$ cat src/rtl/serial_subtractor_pkg.sv
// Shared definitions for the bit-serial subtractor: the FSM state encoding and
// the width helper used to size the bit counter.
package serial_subtractor_pkg;

  typedef enum logic [1:0] {
    IDLE  = 2'd0,
    SHIFT = 2'd1,
    DONE  = 2'd2
  } state_e;

  // Ceiling log2, never below 1, so the counter always has at least one bit.
  function automatic int unsigned clog2(input int unsigned value);
    int unsigned result;
    result = 0;
    while ((32'd1 << result) < value) begin
      result++;
    end
    return (result == 0) ? 1 : result;
  endfunction

endpackage

$ cat src/rtl/serial_subtractor_full_subtractor.sv
// One-bit full-subtractor cell: d = a - b - bi, bo set when the bit borrows.
module full_subtractor (
  input  logic a,
  input  logic b,
  input  logic bi,
  output logic d,
  output logic bo
);

  assign d  = a ^ b ^ bi;
  assign bo = (~a & b) | (~a & bi) | (b & bi);

endmodule

$ cat src/rtl/serial_subtractor.sv
// Bit-serial WIDTH-bit subtractor: computes a - b - bin LSB first through one
// full-subtractor cell, with registered results and a one-cycle done pulse.
module serial_subtractor
  import serial_subtractor_pkg::*;
#(
  parameter int WIDTH = 4
) (
  input  logic             clk,
  input  logic             rst_n,
  input  logic             start,
  input  logic [WIDTH-1:0] a,
  input  logic [WIDTH-1:0] b,
  input  logic             bin,
  output logic             busy,
  output logic             done,
  output logic [WIDTH-1:0] diff,
  output logic             bout
);

  localparam int unsigned      CNT_W = clog2(WIDTH);
  localparam logic [CNT_W-1:0] LAST  = CNT_W'(WIDTH - 1);

  state_e           state_q, state_d;
  logic [CNT_W-1:0] cnt_q, cnt_d;
  logic [WIDTH-1:0] a_sh_q, a_sh_d;
  logic [WIDTH-1:0] b_sh_q, b_sh_d;
  logic [WIDTH-1:0] d_sh_q, d_sh_d;
  logic             brw_q, brw_d;
  logic [WIDTH-1:0] diff_q, diff_d;
  logic             bout_q, bout_d;

  logic fs_d;
  logic fs_bo;

  full_subtractor u_cell (
    .a  (a_sh_q[0]),
    .b  (b_sh_q[0]),
    .bi (brw_q),
    .d  (fs_d),
    .bo (fs_bo)
  );

  always_comb begin
    // NOTE: every next-state value defaults to its current value first, so no
    // path through the case below can leave a signal unassigned (no latches).
    state_d = state_q;
    cnt_d   = cnt_q;
    a_sh_d  = a_sh_q;
    b_sh_d  = b_sh_q;
    d_sh_d  = d_sh_q;
    brw_d   = brw_q;
    diff_d  = diff_q;
    bout_d  = bout_q;

    unique case (state_q)
      IDLE, DONE: begin
        if (start) begin
          a_sh_d  = a;
          b_sh_d  = b;
          brw_d   = bin;
          d_sh_d  = '0;
          cnt_d   = '0;
          state_d = SHIFT;
        end else begin
          state_d = IDLE;
        end
      end
      SHIFT: begin
        a_sh_d = a_sh_q >> 1;
        b_sh_d = b_sh_q >> 1;
        d_sh_d = {fs_d, d_sh_q[WIDTH-1:1]};
        brw_d  = fs_bo;
        cnt_d  = cnt_q + CNT_W'(1);
        // Results are published only on the last bit, never mid-operation.
        if (cnt_q == LAST) begin
          diff_d  = d_sh_d;
          bout_d  = fs_bo;
          state_d = DONE;
        end
      end
      default: state_d = IDLE;
    endcase
  end

  // NOTE: sequential state uses non-blocking assignments so every register
  // samples the values from before the edge, independent of statement order.
  always_ff @(posedge clk or negedge rst_n) begin
    // NOTE: all registers, including the shift and result registers, are reset,
    // so an aborted operation leaves no stale partial value behind.
    if (!rst_n) begin
      state_q <= IDLE;
      cnt_q   <= '0;
      a_sh_q  <= '0;
      b_sh_q  <= '0;
      d_sh_q  <= '0;
      brw_q   <= 1'b0;
      diff_q  <= '0;
      bout_q  <= 1'b0;
    end else begin
      state_q <= state_d;
      cnt_q   <= cnt_d;
      a_sh_q  <= a_sh_d;
      b_sh_q  <= b_sh_d;
      d_sh_q  <= d_sh_d;
      brw_q   <= brw_d;
      diff_q  <= diff_d;
      bout_q  <= bout_d;
    end
  end

  assign busy = (state_q == SHIFT);
  assign done = (state_q == DONE);
  assign diff = diff_q;
  assign bout = bout_q;

endmodule

$ cat config.mk
export PLATFORM = sky130hd
export DESIGN_NAME = serial_subtractor
export DESIGN_NICKNAME = d
export VERILOG_FILES = /design/src/rtl/serial_subtractor_pkg.sv /design/src/rtl/serial_subtractor_full_subtractor.sv /design/src/rtl/serial_subtractor.sv
export SDC_FILE = /design/constraint.sdc
export NUM_CORES = 1
export LEC_CHECK = 0
export ABC_CLOCK_PERIOD_IN_PS = 1800
export CORE_MARGIN = 2
export CORE_UTILIZATION = 41
export CTS_CLUSTER_SIZE = 12
export DETAILED_ROUTE_END_ITERATION = 16
export GPL_TIMING_DRIVEN = 0
export SYNTH_ARGS = -nofsm -noshare
export SYNTH_HDL_FRONTEND = slang
export SYNTH_HIERARCHICAL = 1
export SYNTH_SLANG_ARGS = --single-unit
$ cat constraint.sdc
create_clock -name clk -period 1.8 [get_ports clk]
set_clock_uncertainty 0.15 [all_clocks]
set_input_delay 0.45 -clock clk [delete_from_list [all_inputs] [get_ports clk]]
set_output_delay 0.45 -clock clk [all_outputs]
set_load 0.005 [all_outputs]
==> Yosys cells after proc, flatten, opt, wreduce, memory -nomap -nowiden <==
Cells that the tools add are included.
{ "word_totals": {"regBits": 22, "latch_bits": 0, "ram_bits": 0, "romBits": 0, "input_bits": 12, "out_inout_bits": 7, "word_cells": 40, "mem_count": 0} }
{ "classes": {"n_addsub": 1, "n_mul": 0, "div": 0, "n_lt_le_gt_ge": 0, "eq_ne": 5, "n_shift": 0, "mux": 13, "bitwise_logic": 8, "n_reduce_logical": 5} }
{ "op_table": {"columns": ["cell", "count"], "rows": [
  ["4-bit one-hot mux with 2 select lines", 3],
  ["4-bit 2-to-1 mux", 3],
  ["2-bit one-hot mux with 2 select lines", 2],
  ["2-bit == test, second input constant", 2],
  ["2-bit 2-to-1 mux", 2],
  ["2-bit AND reduction", 2],
  ["1-bit bitwise AND", 3],
  ["2-bit by 1-bit adder with 2-bit output, second input constant", 1],
  ["2-bit by 1-bit == test with 1-bit output, second input constant", 1],
  ["2-bit logical NOT", 1],
  ["1-bit 2-to-1 mux", 2],
  ["2-bit by 1-bit inequality test with 1-bit output, second input constant", 1],
  ["2-bit inequality test, second input constant", 1],
  ["1-bit OR", 2],
  ["1-bit one-hot mux with 2 select lines", 1],
  ["2-bit nonzero test", 1],
  ["2-bit OR reduction", 1],
  ["1-bit XOR", 2],
  ["1-bit inverter", 1]
]} }

==> Longest topological paths before layout <==
{ "depth": {"word_depth": 5, "mapped_depth": 5, "depth_no_buf": 5} }

==> Modules after synthesis <==
Netlist, hierarchy kept.
{ "modules_own_cells": {"columns": ["mod", "n_inst", "cells_each", "area_per_inst_um2", "seq_area_each_um2"], "rows": [
  ["serial_subtractor", 1, 78, 1077.3, 525.5],
  ["full_subtractor", 1, 3, 27.5, 0.0]
]} }

==> Worst setup path after synthesis <==
Ideal clock, no wire load.
{ "synth_timing": {"path_type": "reg2reg", "startpoint": "register a_sh_q[0]", "endpoint": "register diff_q[3] (netlist: diff[3])", "t_arrival_ps": 1204, "setup_slack_ps": 321, "path_stages_with_launch": 5, "cell_sequence": "dfrtp_1 inv_1 fa_1 inv_1 mux2_4"} }
{ "synth_between": {"elab_chain_cells": 2} }
{ "synth_lines": {"columns": ["item", "line_no", "text"], "rows": [
  ["start, declared", "serial_subtractor.sv:25", "logic [WIDTH-1:0] a_sh_q, a_sh_d;"],
  ["start signal, assigned", "serial_subtractor.sv:102", "a_sh_q <= a_sh_d;"],
  ["1-bit XOR (2 in a row)", "serial_subtractor_full_subtractor.sv:10", "assign d = a ^ b ^ bi;"],
  ["via fs_d", "serial_subtractor.sv:32", "logic fs_d;"],
  ["end signal, assigned", "serial_subtractor.sv:106", "diff_q <= diff_d;"],
  ["end, declared", "serial_subtractor.sv:29", "logic [WIDTH-1:0] diff_q, diff_d;"]
]} }
The timed path passes the listed nets, and every way through them passes these cells.
A chain may end at the register's enable or synchronous reset.

==> Worst setup path after layout <==
{ "layout_timing": {"startpoint": "register diff_q[0] (netlist: diff[0])", "endpoint": "output port diff[0]"} }
{ "layout_lines": {"columns": ["item", "line_no", "text"], "rows": [
  ["end, declared", "serial_subtractor.sv:16", "output logic [WIDTH-1:0] diff,"]
]} }
No word-level cell between the ends.

==> run metrics <==
count of final setup violators=0; Post-DP Area=1320 um^2; routability cong.=0.661; GRT Util Overall=0.141; Cells after DPL=129; via count=702; number of synthesized register bits=21; Peak VDD IR=0.00107 V; met3 Use GR=0.0512; CTS H-tree lvls=1; Port Buffers=18; Slew HR=0.380; Core Rows=18; status=completed; CP max-delay cell=clkdlybuf4s50_1; Hold Crit Depth=1; Worst Path Required=1.20 ns; Unique masters post-synth=18; Cell Chain, Critical Path=clkdlybuf4s50_1; clock period minus worst slack=1.77 ns; Max Root-Sink Buffers=2; Post-route DRC=0; met2 GRT Util=0.218; first-pass GRT wire length=3460 um; mean area per synthesized cell=13.6 um^2; TritonCTS clock tree=built; WP data arrival=1.17 ns; CP Max Fanout=2; Mapped Cells=81; CP peak stage delay=0.49 ns; GR peak layer=met2; critical path depth=1; WL final=2030 um; family with the most delay on the worst path=buffers and inverters; Setup WS pre-CTS=-0.112 ns; CP Launch Type=flop; Initial Util=0.438; mapped cell area=1100 um^2; clock buffer count from CTS=3; YS warnings=6; Iteration-0 DRC Markers=1; P_leak=0.729 nW; DRT antenna net count=0; diode count=0; Min Hold Slack=0.370 ns; HPWL Detailed=1350 um; CTS Root Cell=clkbuf_4; layout cells sized above 1=0.243; synth top area cells=dfrtp_1 48%, mux2i_1 24%, mux2_4 6.8%; die height=55.9 um; Worst-Margin Slew=0.927 ns; Pins Over Slew Limit=0; Synth area leader=dfrtp_1; Hold Violations, Final=0; nets=126; Die ar.=3130 um^2; vias per std cell=4.98; GR Util met1=0.195; Clock Pin Slew Worst Setup and Hold Paths=0.12 ns; Seq/Total Area, Yosys=0.476; Final Cycle Share=0.982; Post-Syn Nets=95; post-synth top area share=0.476; HP Class=flop to flop; DR WL/cell=14.4 um; largest net degree at the start of global routing=22; Finished Layout Cells=141; vias in the first global route=723; Setup Crit Path Kind=flop to output pin; Worst Setup End Kind=output pin; core area=2520 um^2; total negative slack=0 ns; f_max=566 MHz; max_cap viols=0; I/O pin count=19; Final Cell Area=1420 um^2; initial antenna violation count=0; pwr dens=1570 nW/um^2; # clock sinks=21; critical path buffer and inverter count=1; Skew-Pair Late Insertion Delay=0.31 ns; worst r2r path cells=4; Area Growth Syn to Fin=28.2%; Die Span X=55.9 um; final worst-path setup slack=0.0321 ns; grt ovf=0; drt first pass iters=3
per-stage QoR:
step	power, mW	utilization
floorplan	1.58	-
CTS	2.20	0.551
finish	2.22	0.562
global route	2.39	0.562
global placement	1.87	0.524
detailed placement	1.90	0.524
sequential cells by signal, summed over array words and instances, names as in the netlist:
register	count
brw_q	1
diff	4
cnt_q	2
bout	1
a_sh_q	4
b_sh_q	4
state_q	2
d_sh_q	3
where the power goes:
part / switching (mW) / internal [mW] / leakage, nW
clock: 0.148 / 0.0830 / 0.0177
sequential: 0.160 / 0.684 / 0.264
combinational: 0.435 / 0.710 / 0.447
placed cells by master, fill, tap and decap left out:
cell type,Yosys,routed
mux2i_1,27,27
nand3b_4,1,1
buf_12,0,1
nand2b_1,2,2
ha_1,1,1
clkinv_2,0,1
a22o_1,3,3
xnor2_1,1,1
inv_1,3,3
mux2_4,5,5
clkbuf_2,0,2
buf_4,2,10
mux2_1,1,1
o21ai_0,2,2
nor2_1,2,2
nand3_1,2,2
dlymetal6s2s_1,0,3
clkbuf_4,0,3
fa_1,1,1
nor2b_1,2,2
mux2_2,2,2
dfrtp_1,21,21
clkdlybuf4s50_1,0,13
buf_6,3,2
synthesized netlist by cell type:
| library cell | n |
|---|---|
| a22o_1 | 3 |
| buf_4 | 2 |
| buf_6 | 3 |
| dfrtp_1 | 21 |
| fa_1 | 1 |
| ha_1 | 1 |
| inv_1 | 3 |
| mux2_1 | 1 |
| mux2_2 | 2 |
| mux2_4 | 5 |
| mux2i_1 | 27 |
| nand2b_1 | 2 |
| nand3_1 | 2 |
| nand3b_4 | 1 |
| nor2_1 | 2 |
| nor2b_1 | 2 |
| o21ai_0 | 2 |
| xnor2_1 | 1 |
per-layer routing:
layer,wire [um],share of wire,vias up
met5,0,0,-
met4,15,0.0074,0
met3,96,0.047,2
met2,945,0.46,14
met1,975,0.48,340
li1,-,-,346
area by class of cell:
type                    instances  area, um^2
fillers                       233        1110
flip-flops and latches         21         526
multi-input cells              52         519
repair buffers                 27         245
plain buffers                   4        50.0
well taps                      30        37.5
clock buffers                   3        22.5
inverters                       3        11.3
clock inverters                 1        5.00
logic make-up after synthesis:
| kind of cell | share of synthesized area |
|---|---|
| AO/OA/AOI/OAI | 0.0328 |
| XOR/XNOR | 0.00793 |
| adder cells (fa/ha/maj) | 0.0294 |
| buffers and inverters | 0.0544 |
| flip-flops | 0.476 |
| multiplexers | 0.343 |
| AND/OR/NAND/NOR | 0.0566 |
final timing paths:
path                            startpoint         to  slack [ns]
worst max-delay path               diff[0]    diff[0]        0.03
worst min-delay path                  bout       bout        0.37
worst max register to register  state_q[1]       bout        0.24
worst min register to register        bout       bout        0.37
max in group asynchronous            rst_n  b_sh_q[0]        0.44
min in group asynchronous            rst_n   cnt_q[0]        0.49
repair_timing:
item	4_1_cts	5_1_grt
gates cloned	0	0
hold buffers	0	0
gates resized for setup	7	5
endpoints found under the setup margin	2	7
buffers inserted	5	4
Power figures use the tool's default switching activity.
==> variant 1, RTL diff (same flow settings) <==
Reset style: synchronous (`rst_n`), changed in one clocked block.
--- a/src/rtl/serial_subtractor.sv
+++ b/src/rtl/serial_subtractor.sv
@@ -86,3 +86,3 @@
   // samples the values from before the edge, independent of statement order.
-  always_ff @(posedge clk or negedge rst_n) begin
+  always_ff @(posedge clk) begin
     // NOTE: all registers, including the shift and result registers, are reset,
Behaviour: differs if rst_n is asserted again (counterexample within 4 cycles, from zero or initial values and one cycle with rst_n low); with rst_n held inactive, the same outputs for 10 cycles.
==> variant 1 against the original RTL <==
- synthesized cell count is 30% higher
- die area is 17% lower
- worst setup slack better by 0.030 ns
- routed wire length is 10% lower
- cell area is 17% lower
- register-to-register slack better by 0.21 ns
- via count is 10% higher
- area after synthesis is 18% lower
- sequential cell count stayed put
Power is not compared: it rests on default switching activity, and its combinational part moved more than twofold at a synthesized area within 25%.
==> variant 1: results <==
metrics = {
    "drt": {
        "maxUsedRoutingLayer": "met4",
        "drtPass1Iterations": 5,
        "drt-met1-wl_um": 838,
        "first_iter_violations": 18,
        "wl_met3_um": 76,
        "dr_wl_met2_um": 891,
        "post_drt_via_cell_ratio": 4.93,
        "wl_per_cell_um": 11.6,
    },
    "setup_path": {
        "crit_path_end": "busy",
        "max_stage_delay_ns": 0.37,
        "reg2reg_from": "a_sh_q[0]$_SDFFE_PN0P_",
        "reg2reg_to": "diff[3]$_SDFFE_PN0P_",
        "rr_worst_depth": 5,
        "cp-startpoint": "state_q[0]$_SDFFE_PN0P_",
        "worst_path_max_delay_cell": "dfxtp_4",
        "cp_max_fo": 8,
        "cp.arrival_ns": 1.14,
        "rrSetupSlack_ns": 0.45,
    },
    "yosys": {
        "async_flop_share": 0,
        "ys.flop_type": "dfxtp_1",
        "yosysUniqueCellTypes": 23,
        "syn-num-nets": 119,
        "ys_top_cells_by_area": "dfxtp_1, nand2_1, a21boi_1",
        "ys_seq_area_frac": 0.465,
        "synthTopCellsByCount": "nand2_1, dfxtp_1, nand3_1, a21boi_1, o21ai_0",
    },
    "final_layout": {
        "nonClkBufAreaFrac": 0.214,
        "nMultiInputCombCells": 74,
        "n_clock_buffer": 4,
        "fillers": 214,
        "seq_area_frac": 0.361,
        "drive_gt1_frac": 0.116,
        "n_all_buffers": 27,
        "nNetsFinal": 144,
        "clock_area_frac": 0.0223,
        "multi_input_area_share": 0.364,
        "antenna_cells": 0,
    },
    "global_routing": {
        "grt_pass1_vias": 720,
        "grtUsageMet1": 0.214,
        "met3_usage": 0.0292,
        "grt_util_met2": 0.271,
        "grt_util_all_layers": 0.165,
        "grt_pass1_wl_um": 3220,
        "grt_max_degree": 12,
    },
    "power": {
        "peakVddDrop_v": 0.000328,
    },
    "clocking": {
        "insertion_delay_ns": 0.29,
        "post-cts-setup-buffer-count": 1,
        "cts_resized": 6,
    },
    "timing": {
        "worstMarginPinSlew_ns": 0.372,
    },
    "place": {
        "dp_hpwl_um": 1340,
        "gp_congestion": 0.715,
    },
    "run_status": {
        "status": "complete, no violations",
    },
}
[variant 1: cell families after synthesis]
kind of cell / share of synthesized area
adder cells (fa/ha/maj): 0.0360
flip-flops: 0.465
AND/OR/NAND/NOR: 0.239
AO/OA/AOI/OAI: 0.192
buffers and inverters: 0.0678
[variant 1: metrics by stage]
step	worst slack [ns]	area (um2)	instances	TNS, ns	utilization
2_1_floorplan	0.515	905	105	0	-
3_3_place_gp	-0.0252	1120	151	-0.0252	0.521
3_5_place_dp	-0.0221	1120	151	-0.0221	0.521
4_1_cts	-0.0488	1170	156	-0.0488	0.546
5_1_grt	0.000134	1180	157	0	0.547
6_report	0.0626	1180	157	0	0.547
[variant 1: critical path: cells and delay by family, from the launching register on]
| kind | cells | cell delay (ns) |
|---|---|---|
| buffers and inverters | 4 | 0.39 |
| DFF | 1 | 0.37 |
| and+or+nand+nor | 1 | 0.08 |
[variant 1: worst min-delay path by stage]
| stage | slack, ns | depth (start not counted) | from | to |
|---|---|---|---|---|
| 6_report | 0.31 | 2 | diff[1]$_SDFFE_PN0P_ | diff[1]$_SDFFE_PN0P_ |
| 2_1_floorplan | 0.29 | 2 | d_sh_q[1]$_SDFFE_PN0P_ | diff[0]$_SDFFE_PN0P_ |
| 3_3_place_gp | 0.29 | 2 | diff[2]$_SDFFE_PN0P_ | diff[2]$_SDFFE_PN0P_ |
| 5_1_grt | 0.33 | 2 | diff[2]$_SDFFE_PN0P_ | diff[2]$_SDFFE_PN0P_ |
| 4_1_cts | 0.32 | 2 | diff[1]$_SDFFE_PN0P_ | diff[1]$_SDFFE_PN0P_ |
| 3_5_place_dp | 0.30 | 2 | diff[1]$_SDFFE_PN0P_ | diff[1]$_SDFFE_PN0P_ |
==> variant 2, RTL diff (same flow settings) <==
Without the edit above. Change the parameter `WIDTH` from 4 to 6.
--- a/src/rtl/serial_subtractor.sv
+++ b/src/rtl/serial_subtractor.sv
@@ -5,3 +5,3 @@
 #(
-  parameter int WIDTH = 4
+  parameter int WIDTH = 6
 ) (
Ports: changed (resized a, b and diff); port bits go from 19 to 25. The function was not compared with the original's and may differ.
==> variant 2 against the original RTL <==
- routed wire length increased by 54%
- area after synthesis is 43% higher
- largest cell class unchanged
- cell area increased by 40%
- die area increased by 40%
- sequential cell count rose by 9
- count of clock-buffer cells in the layout increased by 2
- worst setup slack improved by 0.0075 ns
- total power is 48% higher
- sequential share of layout area grew 0.76 points
==> variant 2: results <==
metrics = {
    "run_status": {
        "status": "complete, no violations",
    },
    "drt": {
        "wl_per_cell_um": 14.3,
        "drtPass1Iterations": 4,
        "post_drt_via_cell_ratio": 5.10,
        "first_iter_violations": 61,
        "routed_wl_um": 3120,
    },
    "final_layout": {
        "antenna_cells": 0,
        "nNetsFinal": 189,
        "drive_gt1_frac": 0.211,
    },
    "setup_path": {
        "rrSetupSlack_ns": 0.15,
        "max_stage_delay_ns": 0.43,
        "reg2reg_to": "d_sh_q[5]$_DFFE_PN0P_",
        "worst_path_max_delay_cell": "dfrtp_2",
        "cp_max_fo": 19,
        "crit_type": "reg2out",
        "cp-startpoint": "state_q[1]$_DFFE_PN0P_",
        "reg2reg_from": "a_sh_q[0]$_DFFE_PN0P_",
        "crit_path_end": "done",
        "rr_worst_depth": 6,
        "cp.arrival_ns": 1.16,
        "cp_top_family": "flip-flops",
    },
    "timing": {
        "max_freq_ghz": 0.568,
        "worstMarginPinSlew_ns": 0.678,
        "holdWs_ns": 0.0471,
    },
    "clocking": {
        "h-tree-depth": 2,
        "insertion_delay_ns": 0.28,
        "clk_pin_slew_ns": 0.07,
        "cts_max_path_buffers": 2,
        "cts_root_buf": "clkbuf_8",
        "cts_buffers": 5,
    },
    "yosys": {
        "netlist_instances": 138,
        "ys_seq_area_frac": 0.474,
        "yosysUniqueCellTypes": 29,
        "ys_top_cells_by_area": "dfrtp_1, mux2i_1, mux2_4",
        "async_flop_share": 1.00,
        "yosys_warnings": 6,
        "syn-num-nets": 157,
        "synthTopCellsByCount": "dfrtp_1, mux2i_1, nor2b_1, a211oi_1, a21oi_1",
    },
    "place": {
        "place_area_um2": 1870,
        "io_buffers": 23,
        "gp_congestion": 0.744,
        "dp_hpwl_um": 2170,
        "dp.cells": 209,
        "pre_cts_ws_ns": -0.434,
    },
    "global_routing": {
        "antenna_found_initial": 0,
        "grt_max_degree": 31,
        "grt_pass1_wl_um": 5340,
        "grt_pass1_vias": 1106,
        "grt_util_all_layers": 0.165,
    },
    "worst_hold_path": {
        "hp-class": "in2async",
    },
    "floorplan": {
        "die_x_um": 66.1,
    },
    "job": {
        "max_cap_violations": 0,
    },
    "power": {
        "p_leak_uw": 0.000857,
        "peakVddDrop_v": 0.000768,
    },
}
-- variant 2: kinds of logic after synthesis --
kind of cell    synth area share
compound gates             0.132
xor+xnor                  0.0111
fa+ha+maj                 0.0285
buf+inv                   0.0561
flops                      0.474
mux                        0.178
simple gates               0.120
-- variant 2: where the power goes --
| part | internal [uW] | leakage [uW] | switching, uW | total, uW |
|---|---|---|---|---|
| Clock | 407 | 0.0000579 | 262 | 669 |
| Sequential | 987 | 0.000367 | 241 | 1230 |
| Combinational | 795 | 0.000432 | 598 | 1390 |
-- variant 2: worst reg2reg max path, cell delays in order (launching register included) --
cell and delay [ns]:
dfrtp_1 0.37, inv_1 0.07, fa_1 0.53, inv_1 0.05, mux2_2 0.25, nand2_1 0.06, o21ai_1 0.06
-- variant 2: layout make-up --
| class | instances | area (um2) |
|---|---|---|
| Timing Repair Buffer | 27 | 262 |
| Clock inverter | 3 | 40.0 |
| Multi-Input combinational cell | 93 | 746 |
| Clock buffer | 5 | 68.8 |
| Fill cell | 356 | 1700 |
| Tap cell | 48 | 60.1 |
| Sequential cell | 30 | 753 |
| Inverter | 6 | 25.0 |
| Buffer | 7 | 35.0 |
-- variant 2: layer usage --
| layer | share of wire | wire (um) | GRT usage |
|---|---|---|---|
| met1 | 0.46 | 1450 | 0.216 |
| met2 | 0.46 | 1450 | 0.254 |
| met3 | 0.059 | 184 | 0.0443 |
| met4 | 0.015 | 46 | 0.0765 |
| met5 | 0 | 0 | 0 |
-- variant 2: repair_timing --
item / in CTS / in global routing
hold endpoints to repair: 0 / 0
gates resized for setup: 9 / 10
setup buffers: 4 / 0
hold buffers: 0 / 0
endpoints found under the setup margin: 32 / 2
